File: config.mk
export PLATFORM = sky130hd
export DESIGN_NAME = wave_capture_ctrl
export DESIGN_NICKNAME = d
export VERILOG_FILES = /design/src/rtl/wave_pkg.sv /design/src/rtl/dffr.sv /design/src/rtl/dffre.sv /design/src/rtl/wave_trigger.sv /design/src/rtl/wave_capture_ctrl.sv
export SDC_FILE = /design/constraint.sdc
export NUM_CORES = 1
export LEC_CHECK = 0
export ABC_AREA = 1
export CORE_MARGIN = 5
export CORE_UTILIZATION = 48
export CTS_CLUSTER_SIZE = 20
export DETAILED_ROUTE_END_ITERATION = 10
export GPL_TIMING_DRIVEN = 0
export HOLD_SLACK_MARGIN = 0.03
export PLACE_DENSITY = 0.83
export SYNTH_ARGS = -nofsm -noshare
export SYNTH_HDL_FRONTEND = slang
export SYNTH_SLANG_ARGS = --single-unit
export TNS_END_PERCENT = 5
File: constraint.sdc
create_clock -name clk -period 2.15 [get_ports clk]
set_input_delay 0.215 -clock clk [delete_from_list [all_inputs] [get_ports clk]]
set_output_delay 0.215 -clock clk [all_outputs]
set_load 0.01 [all_outputs]
File: src/rtl/wave_pkg.sv
// rtl/wave_pkg.sv - shared types, sizes and sample conversion for the waveform capture block
package wave_pkg;
    localparam int SAMPLES_PER_FRAME = 256;
    localparam int ADDR_W            = 9;
    localparam int SAMPLE_W          = 16;
    localparam int DISP_W            = 8;

    typedef enum logic [1:0] {
        ST_ARMED  = 2'd0,
        ST_ACTIVE = 2'd1,
        ST_WAIT   = 2'd2
    } capture_state_t;

    // Offset-binary: top byte of the sample with the sign bit flipped.
    function automatic logic [DISP_W-1:0] to_display(input logic [SAMPLE_W-1:0] s);
        return {~s[SAMPLE_W-1], s[SAMPLE_W-2 -: DISP_W-1]};
    endfunction
endpackage

File: src/rtl/dffr.sv
// rtl/dffr.sv - register with synchronous active-high clear
module dffr #(
    parameter int W = 1
) (
    input  logic         clk,
    input  logic         reset,
    input  logic [W-1:0] d,
    output logic [W-1:0] q
);
    always_ff @(posedge clk) begin
        if (reset) q <= '0;
        else       q <= d;
    end
endmodule

File: src/rtl/dffre.sv
// rtl/dffre.sv - register with load enable and synchronous active-high clear
module dffre #(
    parameter int W = 1
) (
    input  logic         clk,
    input  logic         reset,
    input  logic         en,
    input  logic [W-1:0] d,
    output logic [W-1:0] q
);
    always_ff @(posedge clk) begin
        if (reset)   q <= '0;
        else if (en) q <= d;
    end
endmodule

File: src/rtl/wave_trigger.sv
// rtl/wave_trigger.sv - capture trigger; WAVE_HYSTERESIS_EN selects armed-flag hysteresis over plain zero crossing
module wave_trigger #(
    parameter logic signed [15:0] HYST_THRESH = 16'sd256
) (
    input  logic        clk,
    input  logic        reset,
    input  logic        sample_valid,
    input  logic        armed,
    input  logic        arm_entry,
    input  logic [15:0] prev_sample,
    input  logic [15:0] sample,
    output logic        trigger
);
`ifdef WAVE_HYSTERESIS_EN
    logic flag_q;
    logic flag_en;
    logic flag_d;
    logic unused_prev;

    // The signal must first dip below -HYST_THRESH before a non-negative sample can fire.
    assign trigger     = flag_q && !sample[15];
    assign flag_en     = arm_entry ||
                         (armed && sample_valid && (trigger || ($signed(sample) <= -HYST_THRESH)));
    assign flag_d      = !(arm_entry || trigger);
    assign unused_prev = ^prev_sample;

    dffre #(.W(1)) u_flag (
        .clk   (clk),
        .reset (reset),
        .en    (flag_en),
        .d     (flag_d),
        .q     (flag_q)
    );
`else
    logic unused_inputs;

    assign trigger       = prev_sample[15] && !sample[15];
    assign unused_inputs = ^{clk, reset, sample_valid, armed, arm_entry, HYST_THRESH};
`endif
endmodule

File: src/rtl/wave_capture_ctrl.sv
// rtl/wave_capture_ctrl.sv - double-buffered oscilloscope capture FSM; WAVE_HYSTERESIS_EN enables trigger hysteresis
module wave_capture_ctrl
    import wave_pkg::*;
#(
    parameter logic signed [15:0] HYST_THRESH = 16'sd256
) (
    input  logic        clk,
    input  logic        reset,
    input  logic        new_sample_ready,
    input  logic [15:0] new_sample_in,
    input  logic        wave_display_idle,
    output logic [8:0]  write_address,
    output logic        write_enable,
    output logic [7:0]  write_sample,
    output logic        read_index,
    output logic [1:0]  capture_state
);
    logic [1:0]  state_q, state_d;
    logic [7:0]  count_q, count_d, idx;
    logic        read_d;
    logic        we_d;
    logic [8:0]  wa_d;
    logic [7:0]  ws_d;
    logic [15:0] prev_q;
    logic        trig;
    logic        arm_entry;

    wave_trigger #(.HYST_THRESH(HYST_THRESH)) u_trigger (
        .clk          (clk),
        .reset        (reset),
        .sample_valid (new_sample_ready),
        .armed        (state_q == ST_ARMED),
        .arm_entry    (arm_entry),
        .prev_sample  (prev_q),
        .sample       (new_sample_in),
        .trigger      (trig)
    );

    always_comb begin
        state_d   = state_q;
        count_d   = count_q;
        read_d    = read_index;
        we_d      = 1'b0;
        idx       = count_q;
        arm_entry = 1'b0;
        case (state_q)
            ST_ARMED: begin
                if (new_sample_ready && trig) begin
                    we_d    = 1'b1;
                    idx     = 8'd0;
                    count_d = 8'd1;
                    state_d = ST_ACTIVE;
                end
            end
            ST_ACTIVE: begin
                if (new_sample_ready) begin
                    we_d    = 1'b1;
                    count_d = count_q + 8'd1;
                    if (count_q == 8'(SAMPLES_PER_FRAME - 1)) state_d = ST_WAIT;
                end
            end
            ST_WAIT: begin
                // Swap halves only while the display is blanked so it never tears.
                if (wave_display_idle) begin
                    read_d    = ~read_index;
                    state_d   = ST_ARMED;
                    arm_entry = 1'b1;
                end
            end
            default: begin
                state_d   = ST_ARMED;
                arm_entry = 1'b1;
            end
        endcase
        wa_d = we_d ? {~read_index, idx} : write_address;
        ws_d = we_d ? to_display(new_sample_in) : write_sample;
    end

    dffr  #(.W(2))  u_state (.clk(clk), .reset(reset), .d(state_d), .q(state_q));
    dffr  #(.W(8))  u_count (.clk(clk), .reset(reset), .d(count_d), .q(count_q));
    dffr  #(.W(1))  u_read  (.clk(clk), .reset(reset), .d(read_d),  .q(read_index));
    dffr  #(.W(1))  u_we    (.clk(clk), .reset(reset), .d(we_d),    .q(write_enable));
    dffr  #(.W(9))  u_wa    (.clk(clk), .reset(reset), .d(wa_d),    .q(write_address));
    dffr  #(.W(8))  u_ws    (.clk(clk), .reset(reset), .d(ws_d),    .q(write_sample));
    dffre #(.W(16)) u_prev  (.clk(clk), .reset(reset), .en(new_sample_ready),
                             .d(new_sample_in), .q(prev_q));

    assign capture_state = state_q;
endmodule
Word level (Yosys, flattened, before mapping):

Index checks and enable logic that the tools add are counted.

* add/subtract/negate cells: 1
* eq/ne operators: 7
* multiplexer cells: 13
* bitwise gates (word level): 2
* reductions and logical operators: 8

Operators with widths (number)
* $mux W8: 4
* $pmux W8 S2: 1
* $add A8 B1 Y8 const B: 1
* $eq A8 B8 Y1 const B: 1
* $mux W2: 4
* $ne A2 B2 Y1 const B: 4
* $pmux W2 S3: 1
* $reduce_and A4 Y1: 1
* $reduce_and A3 Y1: 1
* $eq A2 B1 Y1 const B: 1
* $eq A2 B2 Y1 const B: 1
* $logic_and A1 B1 Y1: 2
* $logic_not A2 Y1: 1
* $mux W1: 2
* $not A1 Y1: 2
* $pmux W1 S2: 1
* $reduce_and A2 Y1: 1
* $reduce_bool A2 Y1: 1
* $logic_not A1 Y1: 1

* register bits: 45
* output and inout port bits: 21
* word-level logic and storage cells: 38

Depth between registers and ports, before layout:

Gate-level depths: netlist of the first run.

* depth in word-level cells: 5
* mapped depth: 9
* gate-level depth less buffers: 8

Modules after synthesis:

From an unflattened synthesis of the first run, not the netlist that was laid out.

* cell total of the unflattened synthesis: 327
* area, all modules: 2144.6 sq um

By module, submodules not included
* dffre: instances 1, cells each 101, area each 670.6 sq um
* wave_capture_ctrl: instances 1, cells each 134, area each 626.9 sq um
* dffr at u_count ...: instances 2, cells each 25, area each 231.5 sq um
* dffr at u_wa: instances 1, cells each 28, area each 259.0 sq um
* dffr at u_read ...: instances 2, cells each 3, area each 30.0 sq um
* dffr at u_state: instances 1, cells each 6, area each 55.1 sq um
* wave_trigger: instances 1, cells each 2, area each 10.0 sq um

Worst setup path before layout of the first run:

No wires, ideal clock.

* kind: flip-flop to flip-flop
* from: register u_state.q[1]
* to: register u_ws.q[7]
* library setup time: 0.116 ns
* data arrival time: 1.074 ns
* data required time: 2.034 ns
* setup slack: 0.960 ns
* cell stages (with the launch flop): 7
* buffers on the path: 1
* period minus slack after synthesis: 1.190 ns
* cells stage by stage: dfxtp_1 -> nor2_1 -> nand2_2 -> nand2_4 -> buf_4 -> o211ai_1 -> inv_1

* longest elaborated chain between the ends: 2

RTL lines
* start, declared: RTL line dffr.sv:8 `output logic [W-1:0] q`
* start signal, assigned: RTL line dffr.sv:11 `if (reset) q <= '0;`
* start signal, assigned: RTL line dffr.sv:12 `else q <= d;`
* $eq A2 B1 Y1 / $logic_not A2 Y1 (equally long branches): RTL line wave_capture_ctrl.sv:46 `case (state_q)`
* $pmux W1 S2 (*): RTL line wave_capture_ctrl.sv:46
* end signal, assigned: RTL line dffr.sv:11
* end signal, assigned: RTL line dffr.sv:12
* end, declared: RTL line dffr.sv:8

Every way passes the cells marked *; elsewhere a longest branch is shown, timed or not.
A chain may end at the register's enable or synchronous reset.

Worst setup path in the final report of the first run:

* from: register u_state.q[1]
* to: output capture_state[1]

RTL lines
* end, declared: RTL line wave_capture_ctrl.sv:16 `output logic [1:0] capture_state`

No word-level cell between the ends.

==> results.ini, run 1 <==
[logic_synthesis]
synth_seq_area_share_pct = 47.2
synth_cell_types = 24
mappedNetlistArea_sq_um = 1270
async_flop_share_pct = 0
synth_area_leaders = dfxtp_1 47%, nand2_1 11%, nand3_1 7.5%
synth_edf_count = 0
synth_fp_nets = 194
synth_commonest_cells = 36 x nand2_1, 30 x dfxtp_1, 25 x nor2_1
synth_top_area_share_pct = 47.2
synth_top_cell_by_area = dfxtp_1
ys_ff_latch = 30
yosysMostFrequentCell = nand2_1
synthFlopType = dfxtp_1
syn_inst = 173
yosysWarnings = 0
syn_avg_cell_area_sq_um = 7.36

[drt]
drt_iter0_drc = 56
wl_met3_um = 310
viasPerCell = 5.19
vias = 1255
wl_met2_mm = 1.43
drtPass1Iterations = 4
wl_per_cell_um = 12.8
met1_length_mm = 1.27
drtAntennaViolNets = 0
drcViolationCount = 0
top_layer = met4
wirelength_mm = 3.09

[clock_network]
cts-root-buf = clkbuf_4
clkSinkCount = 30
cts_buffer_depth = 2
numCtsBuffers = 5
cts_hold_buf = 0
htreeDepth = 2
cts_setup_buffers = 0
cts.clk_slew.worst_paths_ns = 0.10
cts_tree = built
clock_latency_ns = 0.34
cts_resized = 0

[status]
status = completed

[setup_path]
critPathBufInv = 1
cp_cell_sequence = clkdlybuf4s50_1
r2r_setup_slack_ns = 0.77
end_kind = output port
cpLargestDelayFamily = buffers and inverters
worstPathRequired_ns = 1.93
arrival_ns = 1.33
cpPeakStageDelay_ns = 0.57
setup.worst_path.start_class = flop
cp_max_fo = 6
slowest_stage = clkdlybuf4s50_1
crit_type = reg2out

[grt]
gr-total-overflow = 0
antenna_found_initial = 0
grt_use_total_pct = 18.8
grt_pass1_vias = 1142
grt_pass1_wl_mm = 5.04
grt_max_degree = 11

[timing]
rsz0062_at_grt = no
final.min_clock_period_ns = 1.54
fin_setup_tns_ns = 0
finalWorstSetupSlack_ns = 0.606
finalMaxSlewViolations = 0
worstMarginPinSlew_ns = 0.369
hold_violations = 0
final-setup-viol-count = 0
timing.final.crit_share_pct = 71.8
relSlewSlack_pct = 75.4
fin_worst_skew_ns = 0.0146
fmax_mhz = 648

[layout]
area_growth_pct = 32.1
drive_above_1_share_pct = 8.49
fin_util_pct = 67.2
num_antenna_cells = 0
nets = 232
layoutNonFillerInstCount = 242
fill_cells = 225

[pwr]
p_total_mw = 1.04
worst_ir_drop_vdd_uv = 582
leakagePower_nw = 0.687
powerDensity_nw_per_um2 = 619

[placement]
pre_cts_slack_ns = 0.432
dp_hpwl_mm = 2.27
post-place-cells = 234
port_buffers = 31
place.gp.congestion = 0.910

[die]
core-area_sq_um = 2500
num_io_pins = 41
die-area_sq_um = 3780
placementRows = 18
fp.dieW_um = 61.5
start_util_pct = 50.9
die_y_um = 61.5

[job]
drv_cap = 0

[hold_path]
hold_class = in2reg

[cells in the final DEF (no fill, tap or decap), drive strengths merged]
| cell | instances |
|---|---|
| a211oi | 1 |
| a21o | 1 |
| a21oi | 13 |
| buf | 4 |
| clkbuf | 8 |
| clkdlybuf4s50 | 31 |
| clkinv | 2 |
| dfxtp | 30 |
| ha | 1 |
| inv | 18 |
| nand2 | 39 |
| nand3 | 20 |
| nand3b | 2 |
| nor2 | 27 |
| o211ai | 2 |
| o21ai | 12 |
| xor2 | 1 |
[report_power, final]
group	switching (mW)	internal [mW]
combinational	0.0571	0.0549
sequential	0.00930	0.570
clock	0.191	0.158
[registers in the layout, summed over array words and instances, names as in the netlist]
register / cells
u_state.q: 2
u_we.q: 1
u_read.q: 1
u_wa.q: 9
u_prev.q: 1
u_ws.q: 8
u_count.q: 8
[cell type report]
type | instances | area [sq um] | share of cell area, %
plain buffers | 5 | 38.8 | 2.31
inverters | 19 | 71.3 | 4.24
multi-input cells | 119 | 562 | 33.4
clock inverters | 1 | 5.00 | 0.298
flip-flops and latches | 30 | 601 | 35.7
clock buffers | 7 | 55.1 | 3.28
repair buffers | 31 | 310 | 18.5
well taps | 30 | 37.5 | 2.23
[cell families (layout without fill, tap and decap cells)]
group	Yosys count	in the layout	share of synthesized area, %
flops	30	30	47.2
compound gates	29	29	12.2
fa+ha+maj	1	1	0.983
simple gates	88	88	30.3
buf+inv	24	63	8.65
xor+xnor	1	1	0.688
[worst paths after layout]
path / startpoint / end / cells after the start
setup / recovery: u_state.q[1] / capture_state[1] / 1
setup reg to reg: u_state.q[0] / u_count.q[5] / 6
hold reg to reg: u_wa.q[7] / u_wa.q[7] / 2
hold / removal: reset / u_wa.q[1] / 2
[per-stage QoR]
step                      area, sq um  hold slack (ns)
final                            1680            0.163
after global routing             1680            0.150
after CTS                        1680            0.139
after detailed placement         1620            0.456
after global placement           1620            0.448
after floorplan                  1270            0.314
[layer usage]
metal / vias up / global-route usage (%)
li1: 628 / -
met1: 564 / 21.2
met2: 54 / 28.7
met3: 9 / 9.43
met4: 0 / 10.3
met5: - / 0
Power figures use the tool's default switching activity.
==> run 2, diff against run 1 <==
--- a/config.mk
+++ b/config.mk
@@ -7,12 +7,12 @@
 export LEC_CHECK = 0
 export ABC_AREA = 1
 export CORE_MARGIN = 5
-export CORE_UTILIZATION = 48
+export CORE_UTILIZATION = 45
 export CTS_CLUSTER_SIZE = 20
 export DETAILED_ROUTE_END_ITERATION = 10
 export GPL_TIMING_DRIVEN = 0
 export HOLD_SLACK_MARGIN = 0.03
-export PLACE_DENSITY = 0.83
+export PLACE_DENSITY = 0.78
 export SYNTH_ARGS = -nofsm -noshare
 export SYNTH_HDL_FRONTEND = slang
 export SYNTH_SLANG_ARGS = --single-unit
==> constraint.sdc (replaced) <==
create_clock -name clk -period 1.5 [get_ports clk]
set_input_delay 0.15 -clock clk [delete_from_list [all_inputs] [get_ports clk]]
set_output_delay 0.15 -clock clk [all_outputs]
set_load 0.01 [all_outputs]
==> run 2 against run 1 <==
Net effect: clock skew down 0.0079 ns; via count down 0.96%; critical endpoint is now capture_state[0]; critical path depth unchanged; sequential power up 44%; cell count up 0.41%; design area up 1.3%; register-to-register slack worse by 0.63 ns; combinational power up 42%; critical path type unchanged.
==> results.ini, run 2 (same netlist as run 1, synthesis figures left out) <==
[clock_network]
clock_latency_ns = 0.33  ; about the same
clkSinkCount = 30  ; unchanged
cts_tree = built
cts_hold_buf = 0  ; unchanged
numCtsBuffers = 5  ; unchanged
htreeDepth = 2  ; unchanged
cts_setup_buffers = 0  ; unchanged
cts-root-buf = clkbuf_4
cts_resized = 0  ; unchanged
cts_buffer_depth = 2  ; unchanged
cts.clk_slew.worst_paths_ns = 0.10  ; about the same

[pwr]
leakagePower_nw = 0.697  ; +1.5%
worst_ir_drop_vdd_uv = 740  ; +27%
p_total_mw = 1.59  ; +52%
powerDensity_nw_per_um2 = 932  ; +50%

[drt]
vias = 1243  ; -0.96%
drtPass1Iterations = 4  ; unchanged
drcViolationCount = 0  ; unchanged
wl_per_cell_um = 12.2  ; -4.0%
wirelength_mm = 2.98  ; -3.6%
drt_iter0_drc = 71  ; +27%
drtAntennaViolNets = 0  ; unchanged
viasPerCell = 5.12  ; -1.4%

[layout]
area_growth_pct = 33.8
largest_register = u_wa.q
largest_register_ffs = 9  ; unchanged
largestRegisters = u_wa.q (9), u_count.q (8), u_ws.q (8)
fin_util_pct = 62.3  ; -4.9 points
final_cell_mix = 36 x nand2_1, 31 x clkdlybuf4s50_1, 28 x dfxtp_1, 25 x nor2_1, 19 x nand3_1
nets = 232  ; unchanged
fill_cells = 254  ; +13%
drive_above_1_share_pct = 9.91  ; +1.4 points
num_antenna_cells = 0  ; unchanged
final_common_cell = nand2_1

[timing]
final.min_clock_period_ns = 1.45
fin_setup_tns_ns = 0  ; unchanged
rsz0062_at_grt = no
fmax_mhz = 691
final-setup-viol-count = 0  ; unchanged
hold_violations = 0  ; unchanged
fin_worst_skew_ns = 0.00670  ; -0.00786 ns
timing.final.crit_share_pct = 96.4
worstMarginPinSlew_ns = 0.375  ; +0.00575 ns
relSlewSlack_pct = 75.0  ; -0.38 points
finalMaxSlewViolations = 0  ; unchanged
finalWorstSetupSlack_ns = 0.0533  ; -0.553 ns

[setup_path]
end_kind = output port
reg2reg_depth = 8  ; +2
cpPeakStageDelay_ns = 0.56  ; about the same
cp_max_fo = 4  ; -2
worstPathRequired_ns = 1.35  ; -0.58 ns
crit_type = reg2out
setup.worst_path.start_class = flop
critPathBufInv = 1  ; unchanged
slowest_stage = clkdlybuf4s50_1
arrival_ns = 1.30  ; -0.03 ns
cp_cell_sequence = clkdlybuf4s50_1
path_depth = 1  ; unchanged
cpLargestDelayFamily = buffers and inverters

[die]
placementRows = 19  ; +1
start_util_pct = 46.5  ; -4.4 points
num_io_pins = 41  ; unchanged
fp.dieW_um = 63.2  ; +2.7%
die_y_um = 63.2  ; +2.7%
die-area_sq_um = 3990  ; +5.6%
core-area_sq_um = 2730  ; +9.4%

[grt]
grt_pass1_wl_mm = 5.03  ; -0.26%
antenna_found_initial = 0  ; unchanged
gr-total-overflow = 0  ; unchanged
grt_max_degree = 11  ; unchanged
grt_pass1_vias = 1220  ; +6.8%
grt_use_total_pct = 15.6  ; -3.2 points

[status]
status = completed

[placement]
place.gp.congestion = 0.926  ; +1.8%
pre_cts_slack_ns = -0.129  ; -0.561 ns
dp_hpwl_mm = 2.18  ; -3.7%
port_buffers = 31  ; unchanged

[hold_path]
holdPathStages = 2  ; unchanged
hold_class = in2reg

[job]
drv_cap = 0  ; unchanged

-- run 2: cell types whose count changed in the layout (fill, tap and decap cells not counted), sizes merged --
cell	previous run	this run
clkinv	2	1
clkbuf	8	9
-- run 2: cell type report --
| type | instances | area [sq um] | area share [%] |
|---|---|---|---|
| sequential | 30 | 603 | 35.4 |
| multi-input combinational | 119 | 562 | 33.0 |
| timing repair buffer | 31 | 310 | 18.2 |
| clock buffer | 8 | 78.8 | 4.63 |
| inverter | 19 | 71.3 | 4.19 |
| buffer | 5 | 38.8 | 2.28 |
| tap | 31 | 38.8 | 2.28 |
-- run 2: per-layer routing --
metal | wire length, um | share of wire (%) | GRT usage (%)
met2 | 1460 | 49 | 26.4
met4 | 53 | 1.8 | 7.27
met1 | 1200 | 40 | 16.4
met5 | 0 | 0 | 0
met3 | 267 | 9.0 | 6.93
-- run 2: final timing paths --
kind | startpoint | endpoint | slack, ns
setup / recovery | u_state.q[0] | capture_state[0] | 0.05
hold reg to reg | u_wa.q[0] | u_wa.q[0] | 0.47
hold / removal | reset | u_state.q[1] | 0.09
setup reg to reg | u_state.q[0] | u_count.q[4] | 0.14
-- run 2: stage by stage --
stage	area [sq um]	cells	hold WS (ns)
2_1_floorplan	1270	173	0.249
3_3_place_gp	1620	235	0.446
3_5_place_dp	1620	235	0.450
4_1_cts	1700	243	0.0952
5_1_grt	1700	243	0.109
6_report	1700	243	0.0911
-- run 2: power breakdown --
group	internal, mW	leakage [nW]	switching [mW]
logic	0.0786	0.408	0.0807
clock network	0.320	0.0446	0.277
registers	0.818	0.244	0.0134
==> run 3, diff against run 2 <==
--- a/config.mk
+++ b/config.mk
@@ -13,6 +13,7 @@
 export GPL_TIMING_DRIVEN = 0
 export HOLD_SLACK_MARGIN = 0.03
 export PLACE_DENSITY = 0.78
+export SKIP_CTS_REPAIR_TIMING = 1
 export SYNTH_ARGS = -nofsm -noshare
 export SYNTH_HDL_FRONTEND = slang
 export SYNTH_SLANG_ARGS = --single-unit
==> results of run 3 <==
No change in the layout: final DEF, timing and power equal those of run 2.
